### config.mk
export PLATFORM = sky130hd
export DESIGN_NAME = tree_second_flat
export DESIGN_NICKNAME = d
export VERILOG_FILES = /design/src/rtl/tree_second_if.sv /design/src/rtl/tree_second.sv /design/src/flat_wrapper.sv
export SDC_FILE = /design/constraint.sdc
export NUM_CORES = 1
export LEC_CHECK = 0
export BUFFER_PORTS_ARGS = -buffer_cell sky130_fd_sc_hd__buf_2
export CORE_MARGIN = 5
export CORE_UTILIZATION = 50
export DETAILED_ROUTE_END_ITERATION = 6
export PLACE_DENSITY = 0.75
export SLEW_MARGIN = 20
export SYNTH_ARGS = -nofsm -noshare
export SYNTH_HDL_FRONTEND = slang
export SYNTH_SLANG_ARGS = --single-unit
### constraint.sdc
create_clock -name clk -period 1.9 [get_ports clk]
set_clock_uncertainty 0.2 [all_clocks]
set_input_delay 0.095 -clock clk [delete_from_list [all_inputs] [get_ports clk]]
set_output_delay 0.095 -clock clk [all_outputs]
set_load 0.02 [all_outputs]
### src/rtl/tree_second_if.sv
// Handshake bundle between the up-sweep tree, this down-sweep tree and the
// per-group sum logic. The master side feeds beats in and drains them out.
interface tree_second_if #(
  parameter int GROUPS = 8
);
  logic                  in_valid;
  logic                  in_ready;
  logic [2*GROUPS-1:0]   in_gp;
  logic                  in_cin;
  logic                  out_valid;
  logic                  out_ready;
  logic [2*GROUPS-1:0]   out_gp;
  logic [GROUPS-1:0]     out_carry;

  modport master (
    output in_valid, in_gp, in_cin, out_ready,
    input  in_ready, out_valid, out_gp, out_carry
  );

  modport slave (
    input  in_valid, in_gp, in_cin, out_ready,
    output in_ready, out_valid, out_gp, out_carry
  );
endinterface

### src/rtl/tree_second.sv
// Down-sweep half of the group-level Brent-Kung carry-prefix network.
// Takes the sparse up-sweep spans, fills in the missing prefixes one tree
// level per clock, and forms the group carries from the carry-in that
// travels alongside each beat.

// Prefix combine: (G,P) of the high span absorbs the adjacent low span.
module o_logic (
  input  logic gh,
  input  logic ph,
  input  logic gl,
  input  logic pl,
  output logic g,
  output logic p
);
  assign g = gh | (ph & gl);
  assign p = ph & pl;
endmodule

module tree_second #(
  parameter  int GROUPS = 8,
  localparam int LEVELS = $clog2(GROUPS) - 1
) (
  input  logic          clk,
  input  logic          rst_n,
  tree_second_if.slave  bus
);
  localparam int W = 2 * GROUPS;

  logic [LEVELS-1:0]         vld;
  logic [LEVELS-1:0]         rdy;
  logic [LEVELS-1:0]         up_vld;
  logic [LEVELS-1:0]         up_cin;
  logic [LEVELS-1:0]         cin_q;
  logic [LEVELS-1:0][W-1:0]  gp_q;
  logic [LEVELS-1:0][W-1:0]  src;
  logic [LEVELS-1:0][W-1:0]  nxt;

  // Upstream view of each stage: the input port for stage 0, the previous
  // stage register otherwise.
  always_comb begin
    up_vld    = '0;
    up_cin    = '0;
    src       = '0;
    up_vld[0] = bus.in_valid;
    up_cin[0] = bus.in_cin;
    src[0]    = bus.in_gp;
    for (int s = 1; s < LEVELS; s++) begin
      up_vld[s] = vld[s-1];
      up_cin[s] = cin_q[s-1];
      src[s]    = gp_q[s-1];
    end
  end

  // Ready ripples backwards: a stage can load if it is empty or the stage
  // after it is loading this cycle.
  always_comb begin
    rdy           = '0;
    rdy[LEVELS-1] = bus.out_ready | ~vld[LEVELS-1];
    for (int s = LEVELS - 2; s >= 0; s--) begin
      rdy[s] = rdy[s+1] | ~vld[s];
    end
  end

  // Stage s works at distance 2^d with d = LEVELS-1-s; pairs sitting halfway
  // between two already-complete prefixes pick up the lower one.
  for (genvar s = 0; s < LEVELS; s++) begin : g_stage
    localparam int D = LEVELS - 1 - s;
    for (genvar k = 0; k < GROUPS; k++) begin : g_pair
      if ((((k + 1) % (2 ** (D + 1))) == (2 ** D)) && (k >= 2 ** (D + 1))) begin : g_comb
        o_logic u_o (
          .gh (src[s][2*k+1]),
          .ph (src[s][2*k]),
          .gl (src[s][2*(k-2**D)+1]),
          .pl (src[s][2*(k-2**D)]),
          .g  (nxt[s][2*k+1]),
          .p  (nxt[s][2*k])
        );
      end else begin : g_pass
        assign nxt[s][2*k+1 -: 2] = src[s][2*k+1 -: 2];
      end
    end
  end

  // Pipeline registers; data only captures real beats so bubbles never
  // carry stale or unknown values forward.
  always_ff @(posedge clk) begin
    if (!rst_n) begin
      vld   <= '0;
      cin_q <= '0;
      gp_q  <= '0;
    end else begin
      for (int s = 0; s < LEVELS; s++) begin
        if (rdy[s]) begin
          vld[s] <= up_vld[s];
          if (up_vld[s]) begin
            gp_q[s]  <= nxt[s];
            cin_q[s] <= up_cin[s];
          end
        end
      end
    end
  end

  // Group carries straight from the last register and its stored carry-in.
  always_comb begin
    bus.out_carry = '0;
    for (int k = 0; k < GROUPS; k++) begin
      bus.out_carry[k] = gp_q[LEVELS-1][2*k+1] | (gp_q[LEVELS-1][2*k] & cin_q[LEVELS-1]);
    end
  end

  assign bus.in_ready  = rdy[0];
  assign bus.out_valid = vld[LEVELS-1];
  assign bus.out_gp    = gp_q[LEVELS-1];
endmodule

### src/flat_wrapper.sv
// flat-port wrapper written by rule: the top's interface ports become plain ports
module tree_second_flat 
#(
  parameter  int GROUPS = 8,
  localparam int LEVELS = $clog2(GROUPS) - 1
)
  (clk, rst_n, bus_in_valid, bus_in_gp, bus_in_cin, bus_out_ready, bus_in_ready, bus_out_valid, bus_out_gp, bus_out_carry);
  tree_second_if #(.GROUPS(GROUPS)) bus_i ();
  input  logic clk;
  input  logic rst_n;
  input wire logic [$bits(bus_i.in_valid)-1:0] bus_in_valid;
  input wire logic [$bits(bus_i.in_gp)-1:0] bus_in_gp;
  input wire logic [$bits(bus_i.in_cin)-1:0] bus_in_cin;
  input wire logic [$bits(bus_i.out_ready)-1:0] bus_out_ready;
  output wire logic [$bits(bus_i.in_ready)-1:0] bus_in_ready;
  output wire logic [$bits(bus_i.out_valid)-1:0] bus_out_valid;
  output wire logic [$bits(bus_i.out_gp)-1:0] bus_out_gp;
  output wire logic [$bits(bus_i.out_carry)-1:0] bus_out_carry;
  assign bus_i.in_valid = bus_in_valid;
  assign bus_i.in_gp = bus_in_gp;
  assign bus_i.in_cin = bus_in_cin;
  assign bus_i.out_ready = bus_out_ready;
  assign bus_in_ready = bus_i.in_ready;
  assign bus_out_valid = bus_i.out_valid;
  assign bus_out_gp = bus_i.out_gp;
  assign bus_out_carry = bus_i.out_carry;
  tree_second #(.GROUPS(GROUPS)) u_core (.clk(clk), .rst_n(rst_n), .bus(bus_i));
endmodule
Word level (Yosys, flattened, before mapping)

Cells that the tools add are included.

Register bits after elaboration: 36
Bits of input ports: 21
Output and inout port bits: 26
Logic and storage cells: 40

Bitwise logic cells: 32
Reductions and logical operators: 2

Operator list:

| operator            | count |
|---|---|
| 1-bit bitwise AND   | 16 |
| 1-bit OR            | 14 |
| 2-bit AND reduction | 2 |
| 1-bit NOT           | 2 |

Logic depth before layout (Yosys ltp)

Gate-level depths: netlist of run 1.

Depth in word-level cells: 4
Mapped depth: 5
Gate-level depth less buffers: 3

Cells and area by module

Synthesis of run 1 repeated with hierarchy kept, for this count alone.

Cell total of the unflattened synthesis: 194
Area, all modules: 1671.6 µm²

By module, submodules not included:

| module      | times used | cells each | area each (µm²) | sequential area each (µm²) |
|---|---|---|---|---|
| tree_second | 1          | 186        | 1611.5          | 720.7 |
| o_logic     | 4          | 2          | 15.0            | 0.0 |

Worst setup path before layout of run 1

Ideal clock, no wire load.

Path kind: register to register
Start: register u_core.vld[1]
End: register u_core.gp_q (netlist bit u_core.bus.out_gp[0])
Library setup time: 134 ps
Arrival time: 1164 ps
Required time: 1566 ps
Setup slack: 402 ps
Stages on the path, launching flop included: 6
Buffers on the path: 2
Clock period less this slack: 1498 ps
Path through: dfxtp_1 > or2b_2 > buf_2 > buf_6 > nand3_1 > a21oi_1

Longest elaborated chain between the ends: 3

Ends and longest elaborated chain:

| item                             | line              | source |
|---|---|---|
| start: declaration               | tree_second.sv:29 | `logic [LEVELS-1:0] vld;` |
| start signal: indexed assignment | tree_second.sv:94 | `vld[s] <= up_vld[s];` |
| 1-bit NOT                        | tree_second.sv:58 | `rdy[LEVELS-1] = bus.out_ready \| ~vld[LEVELS-1];` |
| 1-bit OR                         | tree_second.sv:58 |  |
| 2-bit AND reduction (no line)    | -                 |  |
| end signal: indexed assignment   | tree_second.sv:96 | `gp_q[s] <= nxt[s];` |
| end: declaration                 | tree_second.sv:34 | `logic [LEVELS-1:0][W-1:0] gp_q;` |

Every way passes these cells.
A chain may end at the register's enable or synchronous reset.

Worst setup path in the final report of run 1

Start: register u_core.vld[0]
End: register u_core.gp_q[7] (netlist bit)

Longest elaborated chain between the ends: 3

Ends and longest elaborated chain:

| item                          | line              | source |
|---|---|---|
| 1-bit NOT                     | tree_second.sv:60 | `rdy[s] = rdy[s+1] \| ~vld[s];` |
| 1-bit OR                      | tree_second.sv:60 |  |
| 2-bit AND reduction (no line) | -                 |  |

Every way passes these cells.

==> results of run 1 <==
-- worst min-delay path, stage by stage --
cell and delay [ns]:
sky130_fd_sc_hd__buf_2 0.12, sky130_fd_sc_hd__nand3b_1 0.20, sky130_fd_sc_hd__a21oi_1 0.09
-- final cells by class --
| class | instances | area [sq um] | area share |
|---|---|---|---|
| Clock buffer | 6 | 41.29 | 0.02045 |
| Clock inverter | 2 | 35.03 | 0.01735 |
| Inverter | 3 | 11.26 | 0.005576 |
| Multi-Input combinational cell | 117 | 688.2 | 0.3408 |
| Sequential cell | 36 | 720.7 | 0.3569 |
| Tap cell | 44 | 55.05 | 0.02726 |
| Timing Repair Buffer | 71 | 467.9 | 0.2317 |
-- flip-flops by register name, indices dropped and copies added (netlist names) --
signal             cells
u_core.cin_q           2
u_core.vld             2
u_core.gp_q           16
u_core.bus.out_gp     16
-- worst min-delay path by stage --
stage | startpoint | endpoint | slack, ns | cells past startpoint
floorplan | bus_in_gp[13] | u_core.gp_q[13] | 0.04 | 2
global placement | bus_in_gp[13] | u_core.gp_q[13] | 0.15 | 3
detailed placement | bus_in_gp[2] | u_core.gp_q[2] | 0.15 | 3
CTS | bus_out_ready | u_core.vld[0] | 0.008 | 3
global route | bus_out_ready | u_core.vld[0] | 0.06 | 3
finish | bus_out_ready | u_core.vld[0] | 0.02 | 3
-- power by group through the flow --
stage,combinational [uW],sequential (uW),clock [uW]
after CTS,212,819,529
after detailed placement,181,836,0
after global placement,178,836,0
final,212,820,523
after floorplan,144,827,0
after global routing,235,825,568
-- cells in the mapped netlist --
master / instances / share of area
sky130_fd_sc_hd__a211oi_1: 3 / 0.014
sky130_fd_sc_hd__a211oi_2: 1 / 0.0077
sky130_fd_sc_hd__a21o_1: 8 / 0.037
sky130_fd_sc_hd__a21oi_1: 24 / 0.074
sky130_fd_sc_hd__a21oi_4: 1 / 0.010
sky130_fd_sc_hd__buf_12: 1 / 0.012
sky130_fd_sc_hd__buf_2: 2 / 0.0062
sky130_fd_sc_hd__buf_4: 17 / 0.079
sky130_fd_sc_hd__buf_6: 1 / 0.0069
sky130_fd_sc_hd__clkbuf_1: 9 / 0.021
sky130_fd_sc_hd__dfxtp_1: 36 / 0.44
sky130_fd_sc_hd__inv_1: 3 / 0.0069
sky130_fd_sc_hd__mux2i_1: 15 / 0.093
sky130_fd_sc_hd__nand2_1: 30 / 0.069
sky130_fd_sc_hd__nand3_1: 12 / 0.037
sky130_fd_sc_hd__nand3b_1: 1 / 0.0046
sky130_fd_sc_hd__nand4_1: 4 / 0.015
sky130_fd_sc_hd__nor2_1: 1 / 0.0023
sky130_fd_sc_hd__nor2b_4: 1 / 0.0085
sky130_fd_sc_hd__o21ai_0: 15 / 0.046
sky130_fd_sc_hd__or2b_2: 1 / 0.0054
-- cells in the final DEF (no fill, tap or decap) --
cell                            Yosys  final
sky130_fd_sc_hd__a211oi_1           3      3
sky130_fd_sc_hd__a211oi_2           1      1
sky130_fd_sc_hd__a21o_1             8      8
sky130_fd_sc_hd__a21oi_1           24     24
sky130_fd_sc_hd__a21oi_4            1      1
sky130_fd_sc_hd__buf_2              2     46
sky130_fd_sc_hd__buf_4             17      5
sky130_fd_sc_hd__bufinv_16          0      1
sky130_fd_sc_hd__clkbuf_1           9      1
sky130_fd_sc_hd__clkbuf_4           0      5
sky130_fd_sc_hd__clkinv_2           0      1
sky130_fd_sc_hd__dfxtp_1           36     36
sky130_fd_sc_hd__dlygate4sd3_1      0     20
sky130_fd_sc_hd__inv_1              3      3
sky130_fd_sc_hd__mux2i_1           15     15
sky130_fd_sc_hd__nand2_1           30     30
sky130_fd_sc_hd__nand3_1           12     12
sky130_fd_sc_hd__nand3b_1           1      1
sky130_fd_sc_hd__nand4_1            4      4
sky130_fd_sc_hd__nor2_1             1      1
sky130_fd_sc_hd__nor2b_4            1      1
sky130_fd_sc_hd__o21ai_0           15     15
sky130_fd_sc_hd__or2b_2             1      1
-- cell families (layout without fill, tap and decap cells) --
logic type | Yosys count | in the layout | share of synthesized area
AOI/OAI and AO/OA | 52 | 52 | 0.1889
buffers and inverters | 33 | 82 | 0.1318
DFF | 36 | 36 | 0.4441
muxes | 15 | 15 | 0.09252
and+or+nand+nor | 50 | 50 | 0.1426
-- per-layer routing --
layer | vias to the layer above | track usage | part of all wire
met3 | 4 | 0.04216 | 0.057
met1 | 642 | 0.2174 | 0.47
li1 | 723 | - | -
met5 | - | 0 | 0
met2 | 41 | 0.2884 | 0.46
met4 | 0 | 0.05316 | 0.0096
-- metrics by stage --
stage,hold WS [ns],total power [uW]
after CTS,0.007779,1560
final,0.01829,1554
after global routing,0.05632,1628
after global placement,0.1456,1014
after detailed placement,0.1474,1017
after floorplan,0.03710,970.9
==> results_tabular.tex, run 1 <==
\begin{tabular}{lr}
\hline
Metric & Value \\
\hline
\multicolumn{2}{l}{\textbf{Pwr}} \\
Power density of the placed cells & 769.5 nW/um\^{}2 \\
Relative contribution of the clock network to total power & 0.336 \\
Internal portion of total power & 1167 uW \\
Switching power as a share of total power & 0.2491 \\
Leakage dissipation & 0.0009534 uW \\
Sequential Power Share & 0.527 \\
P\_sw & 387.1 uW \\
Fraction of power consumed by combinational cells & 0.136 \\
Max IR drop VDD & 497.0 uV \\
\multicolumn{2}{l}{\textbf{Clock network}} \\
CTS tree & done \\
Clock transition at the register clock pins on the worst setup and hold paths after CTS & 0.10 ns \\
Depth of the CTS H-tree & 2 \\
CTS Sinks & 36 \\
Total CTS buffers & 5 \\
\# Post-CTS Setup Buffers & 0 \\
Cts-stage hold buffer count & 20 \\
Number of gates resized after CTS & 0 \\
Worst skew pair latency & 0.33 ns \\
Bufs on Longest Clock Path & 2 \\
Clock root cell & sky130\_fd\_sc\_hd\_\_clkbuf\_4 \\
\multicolumn{2}{l}{\textbf{Detailed routing}} \\
Number of detailed-route iterations in the first pass & 4 \\
Initial drt markers & 113 \\
Antenna viol nets, final & 0 \\
Via count & 1410 \\
Number of remaining DRC errors & 0 \\
Post-detailed-routing wire length & 3.536 mm \\
Average wire per standard cell & 12.67 microns \\
Detailed-route vias per instance & 5.054 \\
\multicolumn{2}{l}{\textbf{Critical path}} \\
Worst Setup End Kind & flop \\
Required time at the worst-slack endpoint & 1.93 ns \\
Total stage count of the critical path & 4 \\
Worst Setup EP & u\_core.gp\_q[7] \\
Top cell family by delay on the critical path & buffers and inverters \\
Startpoint of the lowest-slack register-to-register path & u\_core.vld[0] \\
Depth of the worst register-to-register path & 4 \\
Startpoint types & flop \\
Cells along the critical path & nand3b\_1 > nand4\_1 > dlygate4sd3\_1 > o21ai\_0 \\
Cell with the largest stage delay on the worst path & sky130\_fd\_sc\_hd\_\_dlygate4sd3\_1 \\
Critical path origin & u\_core.vld[0] \\
Arrival time of data at the critical path endpoint & 1.69 ns \\
Worst-case register-to-register setup slack & 0.24 ns \\
Critical Path Fanout Max & 4 \\
Type of the worst setup path & flop to flop \\
FF-to-FF End & u\_core.gp\_q[7] \\
Maximum single-stage delay on the critical path & 0.54 ns \\
Worst path bufs/invs & 1 \\
\multicolumn{2}{l}{\textbf{Timing}} \\
Slack of the critical path & 0.2375 ns \\
Sum of negative setup slack & 0 ns \\
Number of pins with negative max-slew slack in the final report & 0 \\
Count of endpoints failing setup in the final report & 0 \\
Final critical path time including I/O delays and setup & 1.662 ns \\
Highest attainable clock frequency & 0.6015 GHz \\
Post-route fraction of the period consumed by the critical path & 0.8750 \\
Max-slew headroom & 0.5928 \\
Setup repair after global routing missed its margin & no \\
Final-report hold violation count & 0 \\
Slew of the pin with the lowest slew margin & 0.6101 ns \\
\multicolumn{2}{l}{\textbf{GRT}} \\
Largest net degree at the start of global routing & 33 \\
GRT Total Usage & 0.1727 \\
Wire length of the first global-routing pass & 5.906 mm \\
Vias in the first global route & 1344 \\
Antenna violations before repair & 0 \\
Remaining global-route overflow & 0 \\
\multicolumn{2}{l}{\textbf{Synth}} \\
Number of distinct standard cells referenced by the synthesized netlist & 21 \\
Synthesized Nets & 207 \\
Number of warning messages in the yosys log & 0 \\
Synthesized instance count & 186 \\
Area of the mapped netlist & 1623 sq um \\
Synthesized area per cell & 8.725 sq um \\
Number of synthesized register bits & 36 \\
Part of the Yosys area used for sequential elements & 0.4441 \\
\multicolumn{2}{l}{\textbf{Die}} \\
Number of rows in the core area & 20 \\
Die Area & 4485 sq um \\
Vertical die dimension & 66.97 microns \\
DIE WIDTH & 66.97 microns \\
Core Box Area & 3078 sq um \\
Starting utilization of the core area & 0.5272 \\
Number of top-level pins & 47 \\
\multicolumn{2}{l}{\textbf{Layout}} \\
Filler Cell Count & 260 \\
Area growth from synthesis to final layout & 24.44\% \\
Final core utilization & 0.6561 \\
Finished Layout Cells & 279 \\
Count of antenna diodes in the layout & 0 \\
Share of layout cells above drive strength 1 & 0.2638 \\
Count of nets after finishing & 255 \\
Finished Cell Area & 2019 sq um \\
\multicolumn{2}{l}{\textbf{Place}} \\
Dpl cells & 251 \\
Routability congestion estimate from global placement & 0.7519 \\
Number of buffers added on ports & 46 \\
Worst slack at placement & 0.4595 ns \\
Placement-stage cell area & 1743 sq um \\
Post-DP HPWL & 2.455 mm \\
\multicolumn{2}{l}{\textbf{Flow run}} \\
Max cap viols & 0 \\
\multicolumn{2}{l}{\textbf{Hold path}} \\
Path category of the worst min-delay check & input port to flop \\
\multicolumn{2}{l}{\textbf{Run status}} \\
Run status & completed \\
\hline
\end{tabular}
Power figures use the tool's default switching activity.
==> run 2, diff against run 1 <==
--- a/config.mk
+++ b/config.mk
@@ -7,9 +7,9 @@
 export LEC_CHECK = 0
 export BUFFER_PORTS_ARGS = -buffer_cell sky130_fd_sc_hd__buf_2
 export CORE_MARGIN = 5
-export CORE_UTILIZATION = 50
+export CORE_UTILIZATION = 51
 export DETAILED_ROUTE_END_ITERATION = 6
-export PLACE_DENSITY = 0.75
+export PLACE_DENSITY = 0.77
 export SLEW_MARGIN = 20
 export SYNTH_ARGS = -nofsm -noshare
 export SYNTH_HDL_FRONTEND = slang
==> results_tabular.tex, run 2 (synthesized netlist as in run 1, its figures left out) <==
\begin{tabular}{lr}
\hline
Metric & Value \\
\hline
\multicolumn{2}{l}{\textbf{Clock network}} \\
Clock root cell & sky130\_fd\_sc\_hd\_\_clkbuf\_4 \\
Depth of the CTS H-tree & 2 \\
Worst skew pair latency & 0.33 ns \\
Bufs on Longest Clock Path & 2 \\
Clock transition at the register clock pins on the worst setup and hold paths after CTS & 0.11 ns \\
CTS tree & done \\
\# Post-CTS Setup Buffers & 0 \\
CTS Sinks & 36 \\
Total CTS buffers & 5 \\
\multicolumn{2}{l}{\textbf{Layout}} \\
Commonest cells after routing, fill and taps aside & sky130\_fd\_sc\_hd\_\_buf\_2, sky130\_fd\_sc\_hd\_\_dfxtp\_1, sky130\_fd\_sc\_hd\_\_nand2\_1 \\
Filler Cell Count & 267 \\
Area growth from synthesis to final layout & 23.13\% \\
Share of layout cells above drive strength 1 & 0.2692 \\
Finished Layout Cells & 278 \\
Most common library cell in the layout ignoring fill and taps & sky130\_fd\_sc\_hd\_\_buf\_2 \\
Count of nets after finishing & 254 \\
Count of antenna diodes in the layout & 0 \\
Total area of multi-input combinational cells & 688.2 sq um \\
Reg area & 721.9 sq um \\
\multicolumn{2}{l}{\textbf{Place}} \\
Post-DP HPWL & 2.332 mm \\
Routability congestion estimate from global placement & 0.7650 \\
Dpl cells & 250 \\
Number of buffers added on ports & 46 \\
\multicolumn{2}{l}{\textbf{Die}} \\
Number of top-level pins & 47 \\
Vertical die dimension & 66.41 microns \\
Starting utilization of the core area & 0.5316 \\
Core Box Area & 3053 sq um \\
Number of rows in the core area & 20 \\
DIE WIDTH & 66.41 microns \\
Die Area & 4410 sq um \\
\multicolumn{2}{l}{\textbf{GRT}} \\
Vias in the first global route & 1301 \\
Remaining global-route overflow & 0 \\
Wire length of the first global-routing pass & 5.954 mm \\
Largest net degree at the start of global routing & 33 \\
GRT Total Usage & 0.1764 \\
Antenna violations before repair & 0 \\
\multicolumn{2}{l}{\textbf{Timing}} \\
Slew of the pin with the lowest slew margin & 0.6216 ns \\
Final-report hold violation count & 0 \\
Count of endpoints failing setup in the final report & 0 \\
Setup repair after global routing missed its margin & no \\
Post-route fraction of the period consumed by the critical path & 0.8946 \\
Sum of negative setup slack & 0 ns \\
Number of pins with negative max-slew slack in the final report & 0 \\
Worst hold margin & 0.02056 ns \\
Final critical path time including I/O delays and setup & 1.700 ns \\
Max-slew headroom & 0.5851 \\
Highest attainable clock frequency & 0.5883 GHz \\
\multicolumn{2}{l}{\textbf{Critical path}} \\
Startpoint types & flop \\
Required time at the worst-slack endpoint & 1.92 ns \\
Critical Path Fanout Max & 12 \\
Type of the worst setup path & flop to flop \\
Arrival time of data at the critical path endpoint & 1.72 ns \\
Worst Setup End Kind & flop \\
Worst-case register-to-register setup slack & 0.20 ns \\
\multicolumn{2}{l}{\textbf{Detailed routing}} \\
Number of detailed-route iterations in the first pass & 4 \\
Number of remaining DRC errors & 0 \\
Average wire per standard cell & 12.60 microns \\
Detailed-route vias per instance & 4.960 \\
Antenna viol nets, final & 0 \\
Initial drt markers & 77 \\
Via count & 1379 \\
Post-detailed-routing wire length & 3.504 mm \\
\multicolumn{2}{l}{\textbf{Pwr}} \\
Max IR drop VDD & 527.8 uV \\
Power after layout & 1446 uW \\
Power density of the placed cells & 723.7 nW/um\^{}2 \\
Leakage dissipation & 0.0009446 uW \\
\multicolumn{2}{l}{\textbf{Flow run}} \\
Max cap viols & 0 \\
\multicolumn{2}{l}{\textbf{Run status}} \\
Run status & completed \\
\multicolumn{2}{l}{\textbf{Hold path}} \\
Path category of the worst min-delay check & input port to flop \\
\hline
\end{tabular}
==> run 2: cell type report <==
class,count,share of cell area
tap,44,0.02755
clock inverter,2,0.005009
timing repair buffer,70,0.2304
sequential,36,0.3613
clock buffer,6,0.02567
inverter,3,0.005636
multi-input combinational,117,0.3444
==> run 2: routing by layer <==
metal | vias up | wire length, microns | GRT usage
met1 | 614 | 1662 | 0.2316
met5 | - | 0 | 0
met2 | 40 | 1619 | 0.2726
li1 | 719 | - | -
met3 | 6 | 163 | 0.05272
met4 | 0 | 58 | 0.06091
==> run 2: through the flow <==
stage          setup slack (ns)  area, sq um    util
3_3_place_gp             0.3795         1735  0.5684
2_1_floorplan            0.4023         1623       -
3_5_place_dp             0.3215         1735  0.5684
5_1_grt                  0.1531         1998  0.6545
6_report                 0.2002         1998  0.6545
4_1_cts                 0.03826         1997  0.6541
==> run 2: critical path: stages (launching register included) <==
cell and delay, ns:
sky130_fd_sc_hd__dfxtp_2 0.47, sky130_fd_sc_hd__nand3b_1 0.20, sky130_fd_sc_hd__nand4_1 0.13, sky130_fd_sc_hd__dlygate4sd3_1 0.54
sky130_fd_sc_hd__o21ai_0 0.07
==> run 2: what timing repair did <==
item,in CTS,in global routing
hold buffers,20,0
endpoints found under the hold margin,18,0
endpoints found under the setup margin,0,1
resized for setup,0,1
==> run 2: path summary, 6_finish.rpt <==
check,depth (start not counted),from,end
worst min-delay path,3,bus_out_ready,u_core.vld[0]
worst min register to register,2,u_core.gp_q[5],u_core.gp_q[5]
worst max register to register,4,u_core.vld[0],u_core.gp_q[7]
worst max-delay path,4,u_core.vld[0],u_core.gp_q[7]
==> run 2: power by group <==
group / switching, uW / total (uW) / internal [uW] / leakage, uW
sequential: 29.9 / 821 / 791 / 0.000295
clock: 241 / 417 / 176 / 0.0000380
combinational: 109 / 208 / 98.8 / 0.000612
